**config.mk**
```make
export PLATFORM = sky130hd
export DESIGN_NAME = mau_controller_flat
export DESIGN_NICKNAME = d
export VERILOG_FILES = /design/src/rtl/mau_controller_if.sv /design/src/rtl/mau_controller.sv /design/src/flat_wrapper.sv
export SDC_FILE = /design/constraint.sdc
export NUM_CORES = 1
export LEC_CHECK = 0
export ABC_AREA = 1
export CAP_MARGIN = 20
export CORE_MARGIN = 5
export CORE_UTILIZATION = 50
export CTS_CLUSTER_DIAMETER = 100
export CTS_CLUSTER_SIZE = 30
export DETAILED_ROUTE_END_ITERATION = 6
export GPL_ROUTABILITY_DRIVEN = 0
export GPL_TIMING_DRIVEN = 0
export PLACE_DENSITY = 0.87
export SLEW_MARGIN = 20
export SYNTH_ARGS = -nofsm -noshare
export SYNTH_HDL_FRONTEND = slang
export SYNTH_SLANG_ARGS = --single-unit
export TNS_END_PERCENT = 50
```
**constraint.sdc**
```tcl
create_clock -name clk -period 6.3 [get_ports clk]
set_input_delay 1.89 -clock clk [delete_from_list [all_inputs] [get_ports clk]]
set_output_delay 1.89 -clock clk [all_outputs]
set_load 0.005 [all_outputs]
```
**src/rtl/mau_controller_if.sv**
```systemverilog
// ============================================================================
// Module      : mau_controller_if
// Description : Bundle of host command/response streams and the CPU-facing
//               memory-access, run-control and status signals for the
//               mau_controller.
//               master : the controller side (drives cmd_ready, rsp_*,
//                        mau_address_*, mau_write_data_*, mau_wren_*, alive,
//                        busy).
//               slave  : the host + CPU side (drives cmd_valid/cmd_data,
//                        rsp_ready, mau_read_data_*, halt).
// Revision    : 1.0 - initial release
// ============================================================================
`default_nettype none

interface mau_controller_if;
    // Host command stream
    logic        cmd_valid;
    logic        cmd_ready;
    logic [31:0] cmd_data;
    // Host response stream
    logic        rsp_valid;
    logic        rsp_ready;
    logic [31:0] rsp_data;
    // CPU memory access ports
    logic [31:0] mau_address_im;
    logic [31:0] mau_address_dm;
    logic [31:0] mau_address_rf;
    logic [31:0] mau_write_data_im;
    logic [31:0] mau_write_data_dm;
    logic [31:0] mau_write_data_rf;
    logic        mau_wren_im;
    logic        mau_wren_dm;
    logic        mau_wren_rf;
    logic [31:0] mau_read_data_im;
    logic [31:0] mau_read_data_dm;
    logic [31:0] mau_read_data_rf;
    // Run control / status
    logic        alive;
    logic        halt;
    logic        busy;

    modport master (
        input  cmd_valid, cmd_data, rsp_ready,
        input  mau_read_data_im, mau_read_data_dm, mau_read_data_rf, halt,
        output cmd_ready, rsp_valid, rsp_data,
        output mau_address_im, mau_address_dm, mau_address_rf,
        output mau_write_data_im, mau_write_data_dm, mau_write_data_rf,
        output mau_wren_im, mau_wren_dm, mau_wren_rf,
        output alive, busy
    );

    modport slave (
        output cmd_valid, cmd_data, rsp_ready,
        output mau_read_data_im, mau_read_data_dm, mau_read_data_rf, halt,
        input  cmd_ready, rsp_valid, rsp_data,
        input  mau_address_im, mau_address_dm, mau_address_rf,
        input  mau_write_data_im, mau_write_data_dm, mau_write_data_rf,
        input  mau_wren_im, mau_wren_dm, mau_wren_rf,
        input  alive, busy
    );
endinterface

`default_nettype wire

```
**src/rtl/mau_controller.sv**
```systemverilog
// ============================================================================
// Module      : mau_controller
// Description : Host-side memory access unit in front of the CPU. Decodes a
//               32-bit command stream to load/read IM, DM and RF, and to run
//               the CPU (alive) until halt or a cycle limit, reporting the
//               cycle count on the response stream.
// Ports       : clk  - system clock, rising edge
//               rst  - synchronous active-high reset
//               bus  - mau_controller_if.master (cmd/rsp streams, mau_*,
//                      alive, halt, busy)
// Revision    : 1.0 - initial release
// ============================================================================
`default_nettype none

module mau_controller #(
    parameter logic [31:0] MAX_CYCLES   = 32'd1_000_000,
    parameter int          READ_LATENCY = 2
) (
    input  wire logic         clk,
    input  wire logic         rst,
    mau_controller_if.master  bus
);

    localparam logic [2:0] c_st_idle    = 3'd0;
    localparam logic [2:0] c_st_wr      = 3'd1;
    localparam logic [2:0] c_st_rd_addr = 3'd2;
    localparam logic [2:0] c_st_rd_wait = 3'd3;
    localparam logic [2:0] c_st_rd_push = 3'd4;
    localparam logic [2:0] c_st_run     = 3'd5;
    localparam logic [2:0] c_st_run_rsp = 3'd6;

    localparam logic [1:0] c_tgt_im  = 2'b00;
    localparam logic [1:0] c_tgt_dm  = 2'b01;
    localparam logic [1:0] c_tgt_run = 2'b11;

    // RD_WAIT lasts READ_LATENCY cycles; the counter runs down to zero.
    localparam logic [2:0] c_lat_init = 3'(READ_LATENCY - 1);

    logic [2:0]  r_state;
    logic [1:0]  r_target;
    logic [12:0] r_idx;
    logic [15:0] r_remaining;
    logic [2:0]  r_lat;
    logic [31:0] r_cycles;
    logic        r_cmd_ready;
    logic        r_rsp_valid;
    logic [31:0] r_rsp_data;
    logic [31:0] r_addr_im;
    logic [31:0] r_addr_dm;
    logic [31:0] r_addr_rf;
    logic [31:0] r_wdata;
    logic        r_wren_im;
    logic        r_wren_dm;
    logic        r_wren_rf;
    logic        r_alive;

    // Header fields
    logic        w_hdr_op;
    logic [1:0]  w_hdr_tgt;
    logic [12:0] w_hdr_base;
    logic [15:0] w_hdr_count;

    logic        w_hdr_fire;
    logic        w_wr_fire;
    logic        w_push_fire;
    logic        w_last;
    logic        w_rd_start;
    logic        w_addr_load;
    logic [1:0]  w_addr_tgt;
    logic [12:0] w_addr_idx;
    logic [31:0] w_addr_val;
    logic [31:0] w_cyc_next;
    logic        w_timeout;
    logic [30:0] w_cyc_sat;
    logic [31:0] w_rd_data;

    assign w_hdr_op    = bus.cmd_data[31];
    assign w_hdr_tgt   = bus.cmd_data[30:29];
    assign w_hdr_base  = bus.cmd_data[28:16];
    assign w_hdr_count = bus.cmd_data[15:0];

    assign w_hdr_fire  = (r_state == c_st_idle) && bus.cmd_valid && r_cmd_ready;
    assign w_wr_fire   = (r_state == c_st_wr) && bus.cmd_valid && r_cmd_ready;
    assign w_push_fire = (r_state == c_st_rd_push) && bus.rsp_ready;
    assign w_last      = (r_remaining == 16'd1);
    assign w_rd_start  = w_hdr_fire && w_hdr_op && (w_hdr_tgt != c_tgt_run)
                         && (w_hdr_count != 16'd0);

    // The address register of the selected target is loaded on each write
    // word, at read start, and when advancing to the next read word, so that
    // it is already stable during the RD_ADDR cycle.
    assign w_addr_load = w_rd_start || w_wr_fire || (w_push_fire && !w_last);
    assign w_addr_tgt  = w_hdr_fire ? w_hdr_tgt : r_target;
    assign w_addr_idx  = w_hdr_fire  ? w_hdr_base :
                         w_push_fire ? (r_idx + 13'd1) : r_idx;
    assign w_addr_val  = {17'd0, w_addr_idx, 2'b00};

    // Count including the current alive cycle; never wraps because the run
    // stops as soon as it reaches MAX_CYCLES.
    assign w_cyc_next  = r_cycles + 32'd1;
    assign w_timeout   = (w_cyc_next >= MAX_CYCLES);
    assign w_cyc_sat   = w_cyc_next[31] ? 31'h7FFF_FFFF : w_cyc_next[30:0];

    always_comb begin
        w_rd_data = bus.mau_read_data_rf;
        case (r_target)
            c_tgt_im: w_rd_data = bus.mau_read_data_im;
            c_tgt_dm: w_rd_data = bus.mau_read_data_dm;
            default:  w_rd_data = bus.mau_read_data_rf;
        endcase
    end

    // Memory-side datapath: addresses, shared write data, one-cycle strobes
    always_ff @(posedge clk) begin
        if (rst) begin
            r_addr_im <= 32'd0;
            r_addr_dm <= 32'd0;
            r_addr_rf <= 32'd0;
            r_wdata   <= 32'd0;
            r_wren_im <= 1'b0;
            r_wren_dm <= 1'b0;
            r_wren_rf <= 1'b0;
        end else begin
            r_wren_im <= 1'b0;
            r_wren_dm <= 1'b0;
            r_wren_rf <= 1'b0;
            if (w_addr_load) begin
                case (w_addr_tgt)
                    c_tgt_im: r_addr_im <= w_addr_val;
                    c_tgt_dm: r_addr_dm <= w_addr_val;
                    default:  r_addr_rf <= w_addr_val;
                endcase
            end
            if (w_wr_fire) begin
                r_wdata <= bus.cmd_data;
                case (r_target)
                    c_tgt_im: r_wren_im <= 1'b1;
                    c_tgt_dm: r_wren_dm <= 1'b1;
                    default:  r_wren_rf <= 1'b1;
                endcase
            end
        end
    end

    // Control state machine
    always_ff @(posedge clk) begin
        if (rst) begin
            r_state     <= c_st_idle;
            r_target    <= 2'b00;
            r_idx       <= 13'd0;
            r_remaining <= 16'd0;
            r_lat       <= 3'd0;
            r_cycles    <= 32'd0;
            r_cmd_ready <= 1'b0;
            r_rsp_valid <= 1'b0;
            r_rsp_data  <= 32'd0;
            r_alive     <= 1'b0;
        end else begin
            case (r_state)
                c_st_idle: begin
                    r_cmd_ready <= 1'b1;
                    if (w_hdr_fire) begin
                        r_target    <= w_hdr_tgt;
                        r_idx       <= w_hdr_base;
                        r_remaining <= w_hdr_count;
                        if (w_hdr_tgt == c_tgt_run) begin
                            r_state     <= c_st_run;
                            r_alive     <= 1'b1;
                            r_cycles    <= 32'd0;
                            r_cmd_ready <= 1'b0;
                        end else if (w_hdr_count == 16'd0) begin
                            r_state <= c_st_idle;
                        end else if (!w_hdr_op) begin
                            r_state <= c_st_wr;
                        end else begin
                            r_state     <= c_st_rd_addr;
                            r_cmd_ready <= 1'b0;
                        end
                    end
                end
                c_st_wr: begin
                    if (w_wr_fire) begin
                        r_idx       <= r_idx + 13'd1;
                        r_remaining <= r_remaining - 16'd1;
                        if (w_last) begin
                            r_state <= c_st_idle;
                        end
                    end
                end
                c_st_rd_addr: begin
                    r_state <= c_st_rd_wait;
                    r_lat   <= c_lat_init;
                end
                c_st_rd_wait: begin
                    if (r_lat == 3'd0) begin
                        r_rsp_data  <= w_rd_data;
                        r_rsp_valid <= 1'b1;
                        r_state     <= c_st_rd_push;
                    end else begin
                        r_lat <= r_lat - 3'd1;
                    end
                end
                c_st_rd_push: begin
                    if (w_push_fire) begin
                        r_rsp_valid <= 1'b0;
                        r_remaining <= r_remaining - 16'd1;
                        if (w_last) begin
                            r_state     <= c_st_idle;
                            r_cmd_ready <= 1'b1;
                        end else begin
                            r_idx   <= r_idx + 13'd1;
                            r_state <= c_st_rd_addr;
                        end
                    end
                end
                c_st_run: begin
                    r_cycles <= w_cyc_next;
                    // Halt takes priority over the limit, so the flag is
                    // only set when halt is low in the ending cycle.
                    if (bus.halt || w_timeout) begin
                        r_alive     <= 1'b0;
                        r_rsp_valid <= 1'b1;
                        r_rsp_data  <= {!bus.halt, w_cyc_sat};
                        r_state     <= c_st_run_rsp;
                    end
                end
                c_st_run_rsp: begin
                    if (bus.rsp_ready) begin
                        r_rsp_valid <= 1'b0;
                        r_state     <= c_st_idle;
                        r_cmd_ready <= 1'b1;
                    end
                end
                default: begin
                    r_state     <= c_st_idle;
                    r_cmd_ready <= 1'b0;
                    r_rsp_valid <= 1'b0;
                    r_alive     <= 1'b0;
                end
            endcase
        end
    end

    assign bus.cmd_ready         = r_cmd_ready;
    assign bus.rsp_valid         = r_rsp_valid;
    assign bus.rsp_data          = r_rsp_data;
    assign bus.mau_address_im    = r_addr_im;
    assign bus.mau_address_dm    = r_addr_dm;
    assign bus.mau_address_rf    = r_addr_rf;
    assign bus.mau_write_data_im = r_wdata;
    assign bus.mau_write_data_dm = r_wdata;
    assign bus.mau_write_data_rf = r_wdata;
    assign bus.mau_wren_im       = r_wren_im;
    assign bus.mau_wren_dm       = r_wren_dm;
    assign bus.mau_wren_rf       = r_wren_rf;
    assign bus.alive             = r_alive;
    assign bus.busy              = (r_state != c_st_idle);

endmodule

`default_nettype wire

```
**src/flat_wrapper.sv**
```systemverilog
// flat-port wrapper written by rule: the top's interface ports become plain ports
module mau_controller_flat 
#(
    parameter logic [31:0] MAX_CYCLES   = 32'd1_000_000,
    parameter int          READ_LATENCY = 2
)
  (clk, rst, bus_cmd_valid, bus_cmd_data, bus_rsp_ready, bus_mau_read_data_im, bus_mau_read_data_dm, bus_mau_read_data_rf, bus_halt, bus_cmd_ready, bus_rsp_valid, bus_rsp_data, bus_mau_address_im, bus_mau_address_dm, bus_mau_address_rf, bus_mau_write_data_im, bus_mau_write_data_dm, bus_mau_write_data_rf, bus_mau_wren_im, bus_mau_wren_dm, bus_mau_wren_rf, bus_alive, bus_busy);
  mau_controller_if bus_i ();
  input  wire logic clk;
  input  wire logic rst;
  input wire logic [$bits(bus_i.cmd_valid)-1:0] bus_cmd_valid;
  input wire logic [$bits(bus_i.cmd_data)-1:0] bus_cmd_data;
  input wire logic [$bits(bus_i.rsp_ready)-1:0] bus_rsp_ready;
  input wire logic [$bits(bus_i.mau_read_data_im)-1:0] bus_mau_read_data_im;
  input wire logic [$bits(bus_i.mau_read_data_dm)-1:0] bus_mau_read_data_dm;
  input wire logic [$bits(bus_i.mau_read_data_rf)-1:0] bus_mau_read_data_rf;
  input wire logic [$bits(bus_i.halt)-1:0] bus_halt;
  output wire logic [$bits(bus_i.cmd_ready)-1:0] bus_cmd_ready;
  output wire logic [$bits(bus_i.rsp_valid)-1:0] bus_rsp_valid;
  output wire logic [$bits(bus_i.rsp_data)-1:0] bus_rsp_data;
  output wire logic [$bits(bus_i.mau_address_im)-1:0] bus_mau_address_im;
  output wire logic [$bits(bus_i.mau_address_dm)-1:0] bus_mau_address_dm;
  output wire logic [$bits(bus_i.mau_address_rf)-1:0] bus_mau_address_rf;
  output wire logic [$bits(bus_i.mau_write_data_im)-1:0] bus_mau_write_data_im;
  output wire logic [$bits(bus_i.mau_write_data_dm)-1:0] bus_mau_write_data_dm;
  output wire logic [$bits(bus_i.mau_write_data_rf)-1:0] bus_mau_write_data_rf;
  output wire logic [$bits(bus_i.mau_wren_im)-1:0] bus_mau_wren_im;
  output wire logic [$bits(bus_i.mau_wren_dm)-1:0] bus_mau_wren_dm;
  output wire logic [$bits(bus_i.mau_wren_rf)-1:0] bus_mau_wren_rf;
  output wire logic [$bits(bus_i.alive)-1:0] bus_alive;
  output wire logic [$bits(bus_i.busy)-1:0] bus_busy;
  assign bus_i.cmd_valid = bus_cmd_valid;
  assign bus_i.cmd_data = bus_cmd_data;
  assign bus_i.rsp_ready = bus_rsp_ready;
  assign bus_i.mau_read_data_im = bus_mau_read_data_im;
  assign bus_i.mau_read_data_dm = bus_mau_read_data_dm;
  assign bus_i.mau_read_data_rf = bus_mau_read_data_rf;
  assign bus_i.halt = bus_halt;
  assign bus_cmd_ready = bus_i.cmd_ready;
  assign bus_rsp_valid = bus_i.rsp_valid;
  assign bus_rsp_data = bus_i.rsp_data;
  assign bus_mau_address_im = bus_i.mau_address_im;
  assign bus_mau_address_dm = bus_i.mau_address_dm;
  assign bus_mau_address_rf = bus_i.mau_address_rf;
  assign bus_mau_write_data_im = bus_i.mau_write_data_im;
  assign bus_mau_write_data_dm = bus_i.mau_write_data_dm;
  assign bus_mau_write_data_rf = bus_i.mau_write_data_rf;
  assign bus_mau_wren_im = bus_i.mau_wren_im;
  assign bus_mau_wren_dm = bus_i.mau_wren_dm;
  assign bus_mau_wren_rf = bus_i.mau_wren_rf;
  assign bus_alive = bus_i.alive;
  assign bus_busy = bus_i.busy;
  mau_controller #(.MAX_CYCLES(MAX_CYCLES), .READ_LATENCY(READ_LATENCY)) u_core (.clk(clk), .rst(rst), .bus(bus_i));
endmodule
```
==> results of run 1 <==
-- final timing paths --
path                                    startpoint                      endpoint  cells past startpoint
worst max-delay path                 bus_cmd_valid  u_core.bus.mau_address_im[6]                     10
worst max register to register  u_core.r_cycles[8]       u_core.bus.rsp_data[20]                     13
worst min-delay path               u_core.r_lat[2]               u_core.r_lat[2]                      2
worst min register to register     u_core.r_lat[2]               u_core.r_lat[2]                      2
-- area by class of cell --
| cell class | count | area [µm²] | area share, % |
|---|---|---|---|
| Inverter | 127 | 476.7 | 3.215 |
| Timing Repair Buffer | 306 | 3063 | 20.66 |
| Antenna cell | 1 | 2.502 | 0.01688 |
| Buffer | 202 | 1269 | 8.556 |
| Sequential cell | 178 | 3563 | 24.03 |
| Clock buffer | 17 | 425.4 | 2.869 |
| Multi-Input combinational cell | 1180 | 5499 | 37.09 |
| Tap cell | 275 | 344.1 | 2.320 |
| Clock inverter | 15 | 185.2 | 1.249 |
-- placed cells by master (no fill, tap or decap), types with 10 or more instances in the layout --
| cell type | n |
|---|---|
| inv_1 | 112 |
| xor2_1 | 20 |
| nor3_1 | 13 |
| o21ai_0 | 118 |
| dfxtp_1 | 178 |
| o21ai_1 | 11 |
| nand3_1 | 147 |
| buf_4 | 126 |
| a211oi_1 | 13 |
| clkbuf_1 | 62 |
| inv_2 | 10 |
| nand2_1 | 349 |
| nor2_1 | 214 |
| clkbuf_16 | 17 |
| conb_1 | 57 |
| a21oi_1 | 156 |
| clkdlybuf4s50_1 | 306 |
-- sequential cells by signal, summed over array words and instances, names as in the netlist --
name                          count
u_core.bus.alive                  1
u_core.bus.cmd_ready              1
u_core.bus.mau_address_dm        13
u_core.bus.mau_address_im        13
u_core.bus.mau_address_rf        13
u_core.bus.mau_wren_dm            1
u_core.bus.mau_wren_im            1
u_core.bus.mau_wren_rf            1
u_core.bus.mau_write_data_dm     32
u_core.bus.rsp_data              32
u_core.bus.rsp_valid              1
u_core.r_cycles                  32
u_core.r_idx                     13
u_core.r_lat                      3
u_core.r_remaining               16
u_core.r_state                    3
u_core.r_target                   2
-- critical path, stage by stage --
cell             delay [ns]
clkdlybuf4s50_1        0.50
nand2_1                0.16
nor2_4                 0.26
inv_1                  0.17
o21ai_1                0.38
nand2_2                0.17
nor2_4                 0.23
buf_4                  0.23
o21ai_0                0.11
nor2_1                 0.13
-- power breakdown --
part           internal [mW]  switching [mW]
clock                  0.538           0.536
sequential              1.33           0.176
combinational          0.916            1.40
total                   2.79            2.11
-- cell families (layout without fill, tap and decap cells) --
group	count (synthesis)	after routing	synth area share [%]
compound gates	321	321	16.10
xor+xnor	27	27	2.231
fa+ha+maj	6	6	0.7084
buf+inv	329	667	16.47
flops	178	178	33.62
other cells	1	58	0.03539
simple gates	769	769	30.83
-- stage by stage --
step | power, mW | instances
finish | 4.897 | 2301
global route | 5.189 | 2300
CTS | 4.845 | 2300
detailed placement | 3.768 | 2268
global placement | 3.715 | 2268
floorplan | 2.899 | 1687
-- metal layers --
layer,track usage (%),vias to the layer above,part of all wire (%)
met5,0,-,0
met4,15.63,0,5.2
met2,54.72,763,48
li1,-,5890,-
met1,35.24,5592,36
met3,8.183,140,11
==> impl_metrics.csv, run 1 <==
group,metric,value,unit
clocking,worstSkewPairLatency,0.45,ns
synth,synth_most_common_cell,"nand2_1",
grt,antenna_found_initial,0,
grt,grt_pass1_wl,61040,µm
placed_design,io_buffers,306,
synth,netlist_area,0.01060,mm²
sta,finalHoldViolCount,0,
cells_and_area,layout.nets,2151,
clocking,htreeDepth,4,
cells_and_area,drive_gt1_share,10.32,%
sta,holdWs,0.4691,ns
synth,yosys_register_bits,178,
synth,synthCells,1631,
worst_setup_path,worstSetupPathType,"input pin to flop",
detailed_routing,first_pass_iters,6,
placed_design,hpwl,30920,µm
detailed_routing,postRouteAntennaNets,0,
sta,tightest_slew,0.7638,ns
worst_setup_path,r2r_slack,3.61,ns
sta,fin_setup_tns,0,ns
synth,yosysSeqAreaShare,33.62,%
floorplan,std_cell_rows,53,
grt,grt_overflow,0,
sta,fin_ws,2.451,ns
sta,max_freq,259.8,MHz
synth,synth_cell_types,42,
synth,synthTopCellsByArea,"dfxtp_1 (34%), nand2_1 (12%), buf_4 (8.9%), nor2_1 (7.6%), a21oi_1 (7.4%)",
clocking,clk_transition_reported_paths,0.08,ns
clocking,ctsRootBufferMaster,"clkbuf_16",
synth,yosysTopAreaCell,"dfxtp_1",
clocking,cts.sinks,178,
clocking,cts_hold_buffers,0,
worst_setup_path,required,6.68,ns
floorplan,dieHeight,155.6,µm
grt,grt_pass1_vias,12130,
grt,grt_use_total,31.28,%
detailed_routing,drt_iter0_markers,1325,
grt,grt_start_max_net_pins,21,
detailed_routing,avgRoutedWirePerCell,17.13,µm
sta,maxSlewViolCount,0,
clocking,cts.repair.resized,0,
floorplan,start_util,50.57,%
sta,finalSetupViolations,0,
cells_and_area,design_area,0.01483,mm²
synth,synth_common_cells,"nand2_1 (349), nor2_1 (214), dfxtp_1 (178)",
worst_setup_path,worst_setup_path_start_kind,"input pin",
cells_and_area,area_growth,39.92,%
synth,synth_top_area_share,33.62,%
synth,synth-edff-count,0,
power,vdd_drop_max,248.8,µV
floorplan,core,0.02096,mm²
clocking,tritoncts,"yes",
cells_and_area,fill_cells,1727,
worst_setup_path,crit_fanout,10,
detailed_routing,drcViolationCount,0,
clocking,cts_buffers,17,
sta,post-route-min-period,3.849,ns
power,power-per-cell-area,330.2,mW/mm²
detailed_routing,vias,12390,
synth,synth_flop_cell,"dfxtp_1",
synth,async_flop_share,0,%
sta,clock_skew,0.01744,ns
sta,maxSlewHeadroom,48.77,%
floorplan,die-area,0.02421,mm²
worst_setup_path,end_kind,"flop",
synth,syn_avg_cell_area,6.498,µm²
cells_and_area,utilization,70.76,%
min_path,hold_class,"flop to flop",
detailed_routing,vias_per_cell,5.382,
placed_design,place_area,0.01421,mm²
outcome,status,"finished, final reports clean",
sta,fin_crit_sh,61.10,%
job,maxCapViolations,0,
sta,rsz0062_at_grt,"false",
synth,yosysWarnings,0,
power,power.leakage,6.328,nW
placed_design,post-place-ws,2.133,ns
floorplan,boundaryPins,364,
worst_setup_path,worst_ep_arrival_time,4.23,ns
detailed_routing,drt-total-wl,39410,µm
floorplan,die_w,155.6,µm
clocking,clk_path_buf_depth,2,
clocking,postCtsSetupBuffers,0,
Note: power is estimated with default switching activity, not from simulation.
==> run 2: changes to the inputs <==
--- a/config.mk
+++ b/config.mk
@@ -8,13 +8,13 @@
 export ABC_AREA = 1
 export CAP_MARGIN = 20
 export CORE_MARGIN = 5
-export CORE_UTILIZATION = 50
+export CORE_UTILIZATION = 42
 export CTS_CLUSTER_DIAMETER = 100
 export CTS_CLUSTER_SIZE = 30
 export DETAILED_ROUTE_END_ITERATION = 6
 export GPL_ROUTABILITY_DRIVEN = 0
 export GPL_TIMING_DRIVEN = 0
-export PLACE_DENSITY = 0.87
+export PLACE_DENSITY = 0.78
 export SLEW_MARGIN = 20
 export SYNTH_ARGS = -nofsm -noshare
 export SYNTH_HDL_FRONTEND = slang
==> constraint.sdc (replaced) <==
create_clock -name clk -period 3.52 [get_ports clk]
set_input_delay 1.056 -clock clk [delete_from_list [all_inputs] [get_ports clk]]
set_output_delay 1.056 -clock clk [all_outputs]
set_load 0.005 [all_outputs]
==> impl_metrics.csv, run 2 (synthesized netlist as in run 1, its figures left out) <==
group,metric,value,unit
floorplan,boundaryPins,364,
sta,holdWs,0.4661,ns
sta,maxSlewHeadroom,48.43,%
clocking,htreeDepth,4,
floorplan,core,0.02504,mm²
job,maxCapViolations,0,
floorplan,std_cell_rows,58,
power,power-per-cell-area,592.9,mW/mm²
clocking,worstSkewPairLatency,0.45,ns
sta,fin_setup_tns,0,ns
floorplan,dieHeight,168.8,µm
cells_and_area,fill_cells,2307,
floorplan,die-area,0.02851,mm²
sta,maxSlewViolCount,0,
placed_design,hpwl,31190,µm
detailed_routing,postRouteAntennaNets,0,
detailed_routing,drcViolationCount,0,
clocking,postCtsSetupBuffers,0,
sta,clock_skew,0.01647,ns
placed_design,post-place-ws,0.2090,ns
cells_and_area,layout_commonest_cell,"nand2_1",
power,vdd_drop_max,362.7,µV
floorplan,start_util,42.33,%
detailed_routing,vias_per_cell,5.161,
cells_and_area,num_antenna_cells,0,
grt,grt_use_total,26.84,%
clocking,cts_hold_buffers,0,
detailed_routing,drt-total-wl,39620,µm
grt,antenna_found_initial,1,
clocking,cts.sinks,178,
sta,finalHoldViolCount,0,
sta,tightest_slew,0.7540,ns
worst_setup_path,crit_start,"bus_rsp_ready",
grt,grt_start_max_net_pins,20,
grt,grt_pass1_wl,61750,µm
detailed_routing,avgRoutedWirePerCell,16.82,µm
sta,finalSetupViolations,0,
sta,max_freq,342.1,MHz
clocking,clk_path_buf_depth,2,
grt,grt_overflow,0,
sta,fin_crit_sh,83.04,%
outcome,status,"finished, final reports clean",
detailed_routing,first_pass_iters,6,
worst_setup_path,worst_ep_arrival_time,3.22,ns
worst_setup_path,crit_fanout,10,
worst_setup_path,worst_setup_path_start_kind,"input pin",
worst_setup_path,worstSetupPathType,"input pin to flop",
clocking,clk_transition_reported_paths,0.07,ns
detailed_routing,vias,12150,
worst_setup_path,required,3.82,ns
detailed_routing,drt_iter0_markers,1114,
placed_design,io_buffers,306,
cells_and_area,final_cell_mix,"nand2_1 (349), clkdlybuf4s50_1 (306), nor2_1 (214)",
cells_and_area,area_growth,40.57,%
sta,post-route-min-period,2.923,ns
clocking,cts.repair.resized,0,
sta,fin_ws,0.5970,ns
worst_setup_path,reg2reg_from,"u_core.r_cycles[0]",
power,power.leakage,6.335,nW
min_path,hold_class,"flop to flop",
worst_setup_path,end_kind,"flop",
clocking,ctsRootBufferMaster,"clkbuf_16",
cells_and_area,drive_gt1_share,10.27,%
clocking,cts_buffers,17,
sta,rsz0062_at_grt,"false",
grt,grt_pass1_vias,11810,
min_path,min-delay-start,"u_core.r_lat[2]",
clocking,tritoncts,"yes",
cells_and_area,layout.nets,2151,
floorplan,die_w,168.8,µm
-- run 2: worst paths after layout --
| check | slack [ns] | end | cells past startpoint |
|---|---|---|---|
| setup / recovery | 0.60 | u_core.bus.mau_address_rf[11] | 7 |
| setup reg to reg | 0.88 | u_core.bus.rsp_data[30] | 16 |
| hold / removal | 0.47 | u_core.r_lat[2] | 2 |
| hold reg to reg | 0.47 | u_core.r_lat[2] | 2 |
-- run 2: report_power, final --
part / internal (mW) / switching [mW]
logic: 1.64 / 2.50
registers: 2.39 / 0.307
clock network: 1.03 / 0.966
total: 5.06 / 3.77
-- run 2: layer usage --
| layer | wire length (µm) | vias to the layer above | GRT usage, % |
|---|---|---|---|
| met2 | 18550 | 640 | 45.69 |
| met1 | 15500 | 5512 | 32.06 |
| met4 | 1545 | 2 | 10.52 |
| met3 | 4007 | 104 | 7.543 |
| li1 | - | 5896 | - |
| met5 | 13 | - | 0 |
-- run 2: metrics by stage --
stage	util [%]	total power [mW]	std cells	cell area, µm²
after floorplan	-	5.189	1687	10810
after global placement	57.05	6.700	2323	14280
after detailed placement	57.05	6.774	2323	14280
after CTS	59.50	8.773	2355	14900
after global routing	59.50	9.424	2355	14900
final	59.50	8.832	2355	14900
-- run 2: layout make-up --
cell class / instances / area, µm² / area share [%]
Inverter: 127 / 476.7 / 3.200
Clock buffer: 18 / 429.2 / 2.881
Timing Repair Buffer: 306 / 3063 / 20.56
Sequential cell: 178 / 3563 / 23.92
Tap cell: 330 / 412.9 / 2.772
Multi-Input combinational cell: 1180 / 5499 / 36.91
Clock inverter: 14 / 183.9 / 1.235
Buffer: 202 / 1269 / 8.517
-- run 2: worst max-delay path, stage by stage --
cell and delay, ns:
clkdlybuf4s50_1 0.54, nand2_2 0.21, inv_1 0.26, clkbuf_1 0.44, o21ai_0 0.15, a21oi_1 0.42
a21oi_1 0.13
